<file path="src/rtl/line_track_ctrl_if.sv">
// Purpose : sensor-in / mixer-code-out bundle of the line tracking controller.
// Latency : none, wires only.
// Backpressure: none; the mode code is a level consumed every cycle by the mixer.
// Signals : sensor[2:0] raw IR {left, mid, right}, 1 = over black line
//           mode[3:0]   mixer mode code
//           lost        line currently lost, controller steering on last direction
//           halt        prolonged loss, gates the PWM stage
// Modports: master drives sensor and observes the outputs; slave is the controller.
interface line_track_ctrl_if;
  logic [2:0] sensor;
  logic [3:0] mode;
  logic       lost;
  logic       halt;

  modport master (output sensor, input mode, input lost, input halt);
  modport slave  (input sensor, output mode, output lost, output halt);
endinterface

</file>
<file path="src/rtl/line_track_ctrl.sv">
// Purpose : converts three raw IR line sensors into the 4-bit mode code of the motor mixer.
// Latency : a steady sensor change reaches mode 2 + DEBOUNCE_CYCLES + 1 clk later.
// Backpressure: none; outputs are registered levels refreshed every cycle.
// Ports   : clk, rst_n (async active-low); bus (line_track_ctrl_if.slave):
//           sensor in, mode/lost/halt out.
// Config  : define LOST_TIMEOUT_EN to enable the HALT state, the loss timer and the
//           halt output; otherwise halt is tied 0 and loss lasts until the line returns.
module line_track_ctrl #(
  parameter int DEBOUNCE_CYCLES = 1000,
  parameter int LOST_TIMEOUT    = 200_000_000,
  parameter int CNT_W           = 32
) (
  input logic              clk,
  input logic              rst_n,
  line_track_ctrl_if.slave bus
);

  typedef enum logic [1:0] {TRACK, LOST_L, LOST_R, HALT} state_t;
  typedef enum logic {DIR_LEFT = 1'b0, DIR_RIGHT = 1'b1} dir_t;

  if (DEBOUNCE_CYCLES < 1 || LOST_TIMEOUT < 1) begin : g_bad_param
    $error("line_track_ctrl: DEBOUNCE_CYCLES and LOST_TIMEOUT must be >= 1");
  end

  localparam logic [CNT_W-1:0] DB_MAX  = CNT_W'(DEBOUNCE_CYCLES - 1);
  localparam logic [CNT_W-1:0] CNT_ONE = CNT_W'(1);

  // ---------------------------------------------------------------------------
  // Input path: 2-FF synchroniser followed by the debouncer
  // ---------------------------------------------------------------------------
  logic [2:0]       sync_meta;
  logic [2:0]       sync;
  logic [2:0]       cand;
  logic [2:0]       stable;
  logic [CNT_W-1:0] cnt;
  logic [CNT_W-1:0] cnt_nxt;

  assign cnt_nxt = (cnt == DB_MAX) ? cnt : cnt + CNT_ONE;

  // stable is loaded on the same edge the counter reaches DB_MAX, so a pattern
  // must be seen DEBOUNCE_CYCLES times in a row (load cycle included) to pass.
  always_ff @(posedge clk or negedge rst_n) begin
    if (!rst_n) begin
      sync_meta <= 3'b010;
      sync      <= 3'b010;
      cand      <= 3'b010;
      stable    <= 3'b010;
      cnt       <= '0;
    end else begin
      sync_meta <= bus.sensor;
      sync      <= sync_meta;
      if (sync != cand) begin
        cand <= sync;
        cnt  <= '0;
      end else begin
        cnt <= cnt_nxt;
        if (cnt_nxt == DB_MAX) begin
          stable <= cand;
        end
      end
    end
  end

  // ---------------------------------------------------------------------------
  // Tracking FSM with registered outputs
  // ---------------------------------------------------------------------------
  state_t     state;
  state_t     state_d;
  dir_t       last_dir;
  dir_t       last_dir_d;
  logic [3:0] mode_q;
  logic [3:0] mode_d;
  logic       lost_q;
  logic       lost_d;
`ifdef LOST_TIMEOUT_EN
  localparam logic [CNT_W-1:0] TO_MAX = CNT_W'(LOST_TIMEOUT - 1);
  logic [CNT_W-1:0] tcnt;
  logic [CNT_W-1:0] tcnt_d;
  logic             halt_q;
  logic             halt_d;
`endif

  always_comb begin
    state_d    = state;
    last_dir_d = last_dir;
    mode_d     = mode_q;
    lost_d     = lost_q;
`ifdef LOST_TIMEOUT_EN
    tcnt_d     = tcnt;
    halt_d     = halt_q;
`endif
    if (stable != 3'b000) begin
      // Line visible: every state returns to TRACK. This branch is checked
      // first so a regained line beats a timeout expiring on the same cycle.
      state_d = TRACK;
      lost_d  = 1'b0;
`ifdef LOST_TIMEOUT_EN
      halt_d  = 1'b0;
`endif
      case (stable)
        3'b011, 3'b001: begin
          mode_d     = {1'b0, stable};
          last_dir_d = DIR_RIGHT;
        end
        3'b110, 3'b100: begin
          mode_d     = {1'b0, stable};
          last_dir_d = DIR_LEFT;
        end
        3'b010, 3'b111: begin
          mode_d = {1'b0, stable};
        end
        default: begin
          // 101 is a fork or a bad reading: keep the current code and direction.
        end
      endcase
    end else begin
      case (state)
        TRACK: begin
          lost_d = 1'b1;
`ifdef LOST_TIMEOUT_EN
          tcnt_d = '0;
`endif
          if (last_dir == DIR_RIGHT) begin
            state_d = LOST_R;
            mode_d  = 4'b1001;
          end else begin
            state_d = LOST_L;
            mode_d  = 4'b1000;
          end
        end
        LOST_L, LOST_R: begin
`ifdef LOST_TIMEOUT_EN
          if (tcnt == TO_MAX) begin
            state_d = HALT;
            halt_d  = 1'b1;
            lost_d  = 1'b0;
          end else begin
            tcnt_d = tcnt + CNT_ONE;
          end
`endif
        end
        default: begin
          // HALT with no line: hold; mode keeps its STAY code.
        end
      endcase
    end
  end

  always_ff @(posedge clk or negedge rst_n) begin
    if (!rst_n) begin
      state    <= TRACK;
      last_dir <= DIR_LEFT;
      mode_q   <= 4'b0010;
      lost_q   <= 1'b0;
    end else begin
      state    <= state_d;
      last_dir <= last_dir_d;
      mode_q   <= mode_d;
      lost_q   <= lost_d;
    end
  end

`ifdef LOST_TIMEOUT_EN
  always_ff @(posedge clk or negedge rst_n) begin
    if (!rst_n) begin
      tcnt   <= '0;
      halt_q <= 1'b0;
    end else begin
      tcnt   <= tcnt_d;
      halt_q <= halt_d;
    end
  end

  assign bus.halt = halt_q;
`else
  assign bus.halt = 1'b0;
`endif

  assign bus.mode = mode_q;
  assign bus.lost = lost_q;

endmodule

</file>
<file path="src/flat_wrapper.sv">
// flat-port wrapper written by rule: the top's interface ports become plain ports
module line_track_ctrl_flat 
#(
  parameter int DEBOUNCE_CYCLES = 1000,
  parameter int LOST_TIMEOUT    = 200_000_000,
  parameter int CNT_W           = 32
)
  (clk, rst_n, bus_sensor, bus_mode, bus_lost, bus_halt);
  line_track_ctrl_if bus_i ();
  input logic clk;
  input logic rst_n;
  input wire logic [$bits(bus_i.sensor)-1:0] bus_sensor;
  output wire logic [$bits(bus_i.mode)-1:0] bus_mode;
  output wire logic [$bits(bus_i.lost)-1:0] bus_lost;
  output wire logic [$bits(bus_i.halt)-1:0] bus_halt;
  assign bus_i.sensor = bus_sensor;
  assign bus_mode = bus_i.mode;
  assign bus_lost = bus_i.lost;
  assign bus_halt = bus_i.halt;
  line_track_ctrl #(.DEBOUNCE_CYCLES(DEBOUNCE_CYCLES), .LOST_TIMEOUT(LOST_TIMEOUT), .CNT_W(CNT_W)) u_core (.clk(clk), .rst_n(rst_n), .bus(bus_i));
endmodule
</file>
<file path="config.mk">
export PLATFORM = sky130hd
export DESIGN_NAME = line_track_ctrl_flat
export DESIGN_NICKNAME = d
export VERILOG_FILES = /design/src/rtl/line_track_ctrl_if.sv /design/src/rtl/line_track_ctrl.sv /design/src/flat_wrapper.sv
export SDC_FILE = /design/constraint.sdc
export NUM_CORES = 1
export LEC_CHECK = 0
export BUFFER_PORTS_ARGS = -buffer_cell sky130_fd_sc_hd__buf_2
export CAP_MARGIN = 20
export CORE_ASPECT_RATIO = 1.1
export CORE_UTILIZATION = 25
export DETAILED_ROUTE_END_ITERATION = 7
export PLACE_DENSITY_LB_ADDON = 0.08
export SYNTH_ARGS = -nofsm -noshare
export SYNTH_HDL_FRONTEND = slang
export SYNTH_SLANG_ARGS = --single-unit
</file>
<file path="constraint.sdc">
create_clock -name clk -period 3.5 [get_ports clk]
set_input_delay 0.7 -clock clk [delete_from_list [all_inputs] [get_ports clk]]
set_output_delay 0.7 -clock clk [all_outputs]
set_load 0.01 [all_outputs]
</file>
==> metrics.md <==
| Metric | Value |
|---|---|
| Die area | between 10000 and 15000 um2 |
| CP max FO | 10 |
| Fin. max-slew vios | 0 |
| Tot GR Track Use | 0.127 |
| Share of cells above drive strength 1 | 0.122 |
| Yosys cell types | 53 |
| Total Power | ~1.1 mW |
| Resized Gates After CTS | 0 |
| CTS Buf Count | 5 |
| Max-cap violations | 0 |
| CP startpoint | u_core.cnt[2] |
| WL/cell | approximately 15 um |
| RD Place Congestion | ~0.78 |
| Peak VDD IR | 0.155 mV |
| Total vias in the final route | approximately 2200 |
| Number of flops mapped to enable cells by yosys | 0 |
| Sw Share | 0.226 |
| Most frequent cells in the layout | dfrtp_1 (47), nor2_1 (40), xnor2_1 (22), nand2_1 (18), nand3_1 (16) |
| Register bit total from synthesis | 52 |
| Iteration-0 DRC Markers | 84 |
| Netlist Area Pre-Place | approximately 2900 um2 |
| Clk pwr share | 0.434 |
| Min Tclk post-route | roughly 3.1 ns |
| Critical path class | register to register |
| Design area | about 3200 um2 |
| Top_reg_cell synth | dfrtp_1 |
| H-tree depth | 2 |
| Skew final | 0.00662 ns |
| Root Driver | clkbuf_16 |
| Worst Hold Class | input port to asynchronous set/reset pin |
| Syn_nets | roughly 310 |
| First-pass GRT wire length | 11.9 mm |
| Largest net degree at the start of global routing | 39 |
| Part of the power in registers | 0.536 |
| Cell Int Power | ~0.9 mW |
| Pwr/cell area | 357 nW/um2 |
| Fmax | 320 MHz |
| Logic pwr share | 0.030 |
| RSZ-0062 raised after global routing | no |
| Final wirelength | about 6.8 mm |
| # fillers | approximately 1200 |
| Clock sinks | 52 |
| Startpoint types | register |
| Clock insertion delay at the later pin of the skew report | 0.29 ns |
| Number of iterations in the first detailed-routing pass | 4 |
| Final Setup Violations | 0 |
| Ys async rst share | 1.00 |
| Tcrit/Tclk final | 0.892 |
| Cell Area, Placed | 3050 um2 |
| Die height | 115 um |
| Mapped Avg Cell Area | about 9.4 um2 |
| Worst setup EP type | register |
| Number of nets in the layout | 309 |
| Cell Rows | 40 |
| Post-CTS setup buffers | 0 |
| TritonCTS clock tree | done |
| Sequential Area | ~1300 um2 |
| CP required | ~3.7 ns |
| Vias in the first global route | 2227 |
| Yosys warnings | 0 |
| Ant diodes | 0 |
| Detail Placement HPWL | approximately 4.9 mm |
| Area growth syn-to-layout | 11.1% |
| IO Count | 11 |
| Net switching power | 0.259 mW |
| Post-synthesis sequential area ratio | 0.454 |
| Synthesized instance count | 305 |
| Chip width | 104 um |
| Commonest non-fill, non-tap cell in the layout | dfrtp_1 |
| Starting Density | 0.260 |
| P_leak | roughly 1.2 nW |
| Critical Path AT | 3.30 ns |
| Core Box Area | 11100 um2 |
| Worst-path clk slew | 0.07 ns |
| Number of routed nets with antenna violations | 0 |
| Initial antenna violation count | 0 |
| Multi-input combinational cell area | 1450 um2 |
| Final hold violation count | 0 |
| Hold buffer count at cts | 0 |
| Maximum root-to-sink buffer count | 2 |
| Reg-to-Reg Start | u_core.cnt[2] |
| I/O Buffers | 9 |
| Outcome | complete, no violations |
| Drt drc | 0 |
| GRT overflow | 0 |
| Total negative setup slack | 0 ns |
| DR vias/cell | 4.77 |
synth_stat cells (all sizes together) (2+ instances only):
cell type	number	share of area
a31oi	2	0.0043
xor2	14	0.043
o211a	2	0.0070
inv	5	0.0065
dfstp	5	0.046
nor3	14	0.028
nand2	18	0.023
nor4	11	0.039
or4	3	0.0091
mux2i	2	0.0070
and3	9	0.020
dfrtp	47	0.41
o21a	3	0.0078
nor2	40	0.052
buf	4	0.0078
nor2b	4	0.0087
o2111ai	2	0.0061
and4	4	0.012
clkbuf	20	0.027
xnor2	22	0.067
o21ai	10	0.017
mux2	4	0.016
nand4	9	0.020
a21o	2	0.0052
or3	4	0.0087
nor4b	3	0.0091
nand3	17	0.034
a21oi	7	0.012
nand2b	2	0.0043
power by group through the flow:
stage	registers [mW]	clock network, mW	logic (mW)
floorplan	0.624	0	0.0170
global placement	0.625	0	0.0373
detailed placement	0.625	0	0.0369
CTS	0.613	0.518	0.0370
global route	0.614	0.540	0.0404
finish	0.613	0.496	0.0345
cell type report:
type | instances | area share
clock buffers | 6 | 0.0403
clock inverters | 2 | 0.00509
inverters | 5 | 0.00587
multi-input cells | 224 | 0.454
flip-flops and latches | 52 | 0.409
well taps | 147 | 0.0575
repair buffers | 15 | 0.0282
sequential cells by signal, summed over array words and instances, names as in the netlist:
name              cells
u_core.state          2
u_core.stable         3
u_core.bus.lost       1
u_core.cnt           32
u_core.sync           3
u_core.sync_meta      3
u_core.bus.mode       4
u_core.cand           3
u_core.last_dir       1
final timing paths:
kind / end / slack (ns) / cells past startpoint
hold / removal: u_core.sync_meta[0] / 0.30 / 1
min in group clk: u_core.sync[2] / 0.35 / 0
setup reg to reg: u_core.stable[2] / 0.38 / 7
hold reg to reg: u_core.sync[2] / 0.35 / 0
setup / recovery: u_core.stable[2] / 0.38 / 7
max in group asynchronous: u_core.stable[1] / 2.38 / 2
critical path: stages, from the launching register on:
cell     delay (ns)
dfrtp_1        0.53
nand3_1        0.28
or4_4          0.63
nor4b_1        0.47
xnor2_1        0.22
nand4_1        0.20
nor4_4         0.34
mux2_1         0.35
cells by family after synthesis:
logic type                 Yosys count  share of synthesized area
and+or+nand+nor                    143                      0.281
DFF                                 52                      0.454
AOI/OAI and AO/OA                   37                     0.0857
xor gates and xnor gates            36                      0.110
buffers and inverters               29                     0.0409
muxes                                6                     0.0226
adders and majority gates            1                    0.00435
other                                1                    0.00130
stage by stage:
stage                util  hold slack (ns)  instances  setup WS, ns
detailed placement  0.276            0.335        443         0.339
CTS                 0.289            0.302        451         0.306
global route        0.289            0.310        451         0.213
finish              0.289            0.296        451         0.377
floorplan               -            0.331        305         0.799
global placement    0.276            0.334        443         0.342
layer usage:
layer / track usage / vias up / part of all wire
met1: 0.167 / 1056 / 0.48
li1: - / 1060 / -
met2: 0.204 / 26 / 0.47
met4: 0.0543 / 0 / 0.019
met3: 0.0233 / 9 / 0.026
met5: 0 / - / 0
Note: power is estimated with default switching activity, not from simulation.
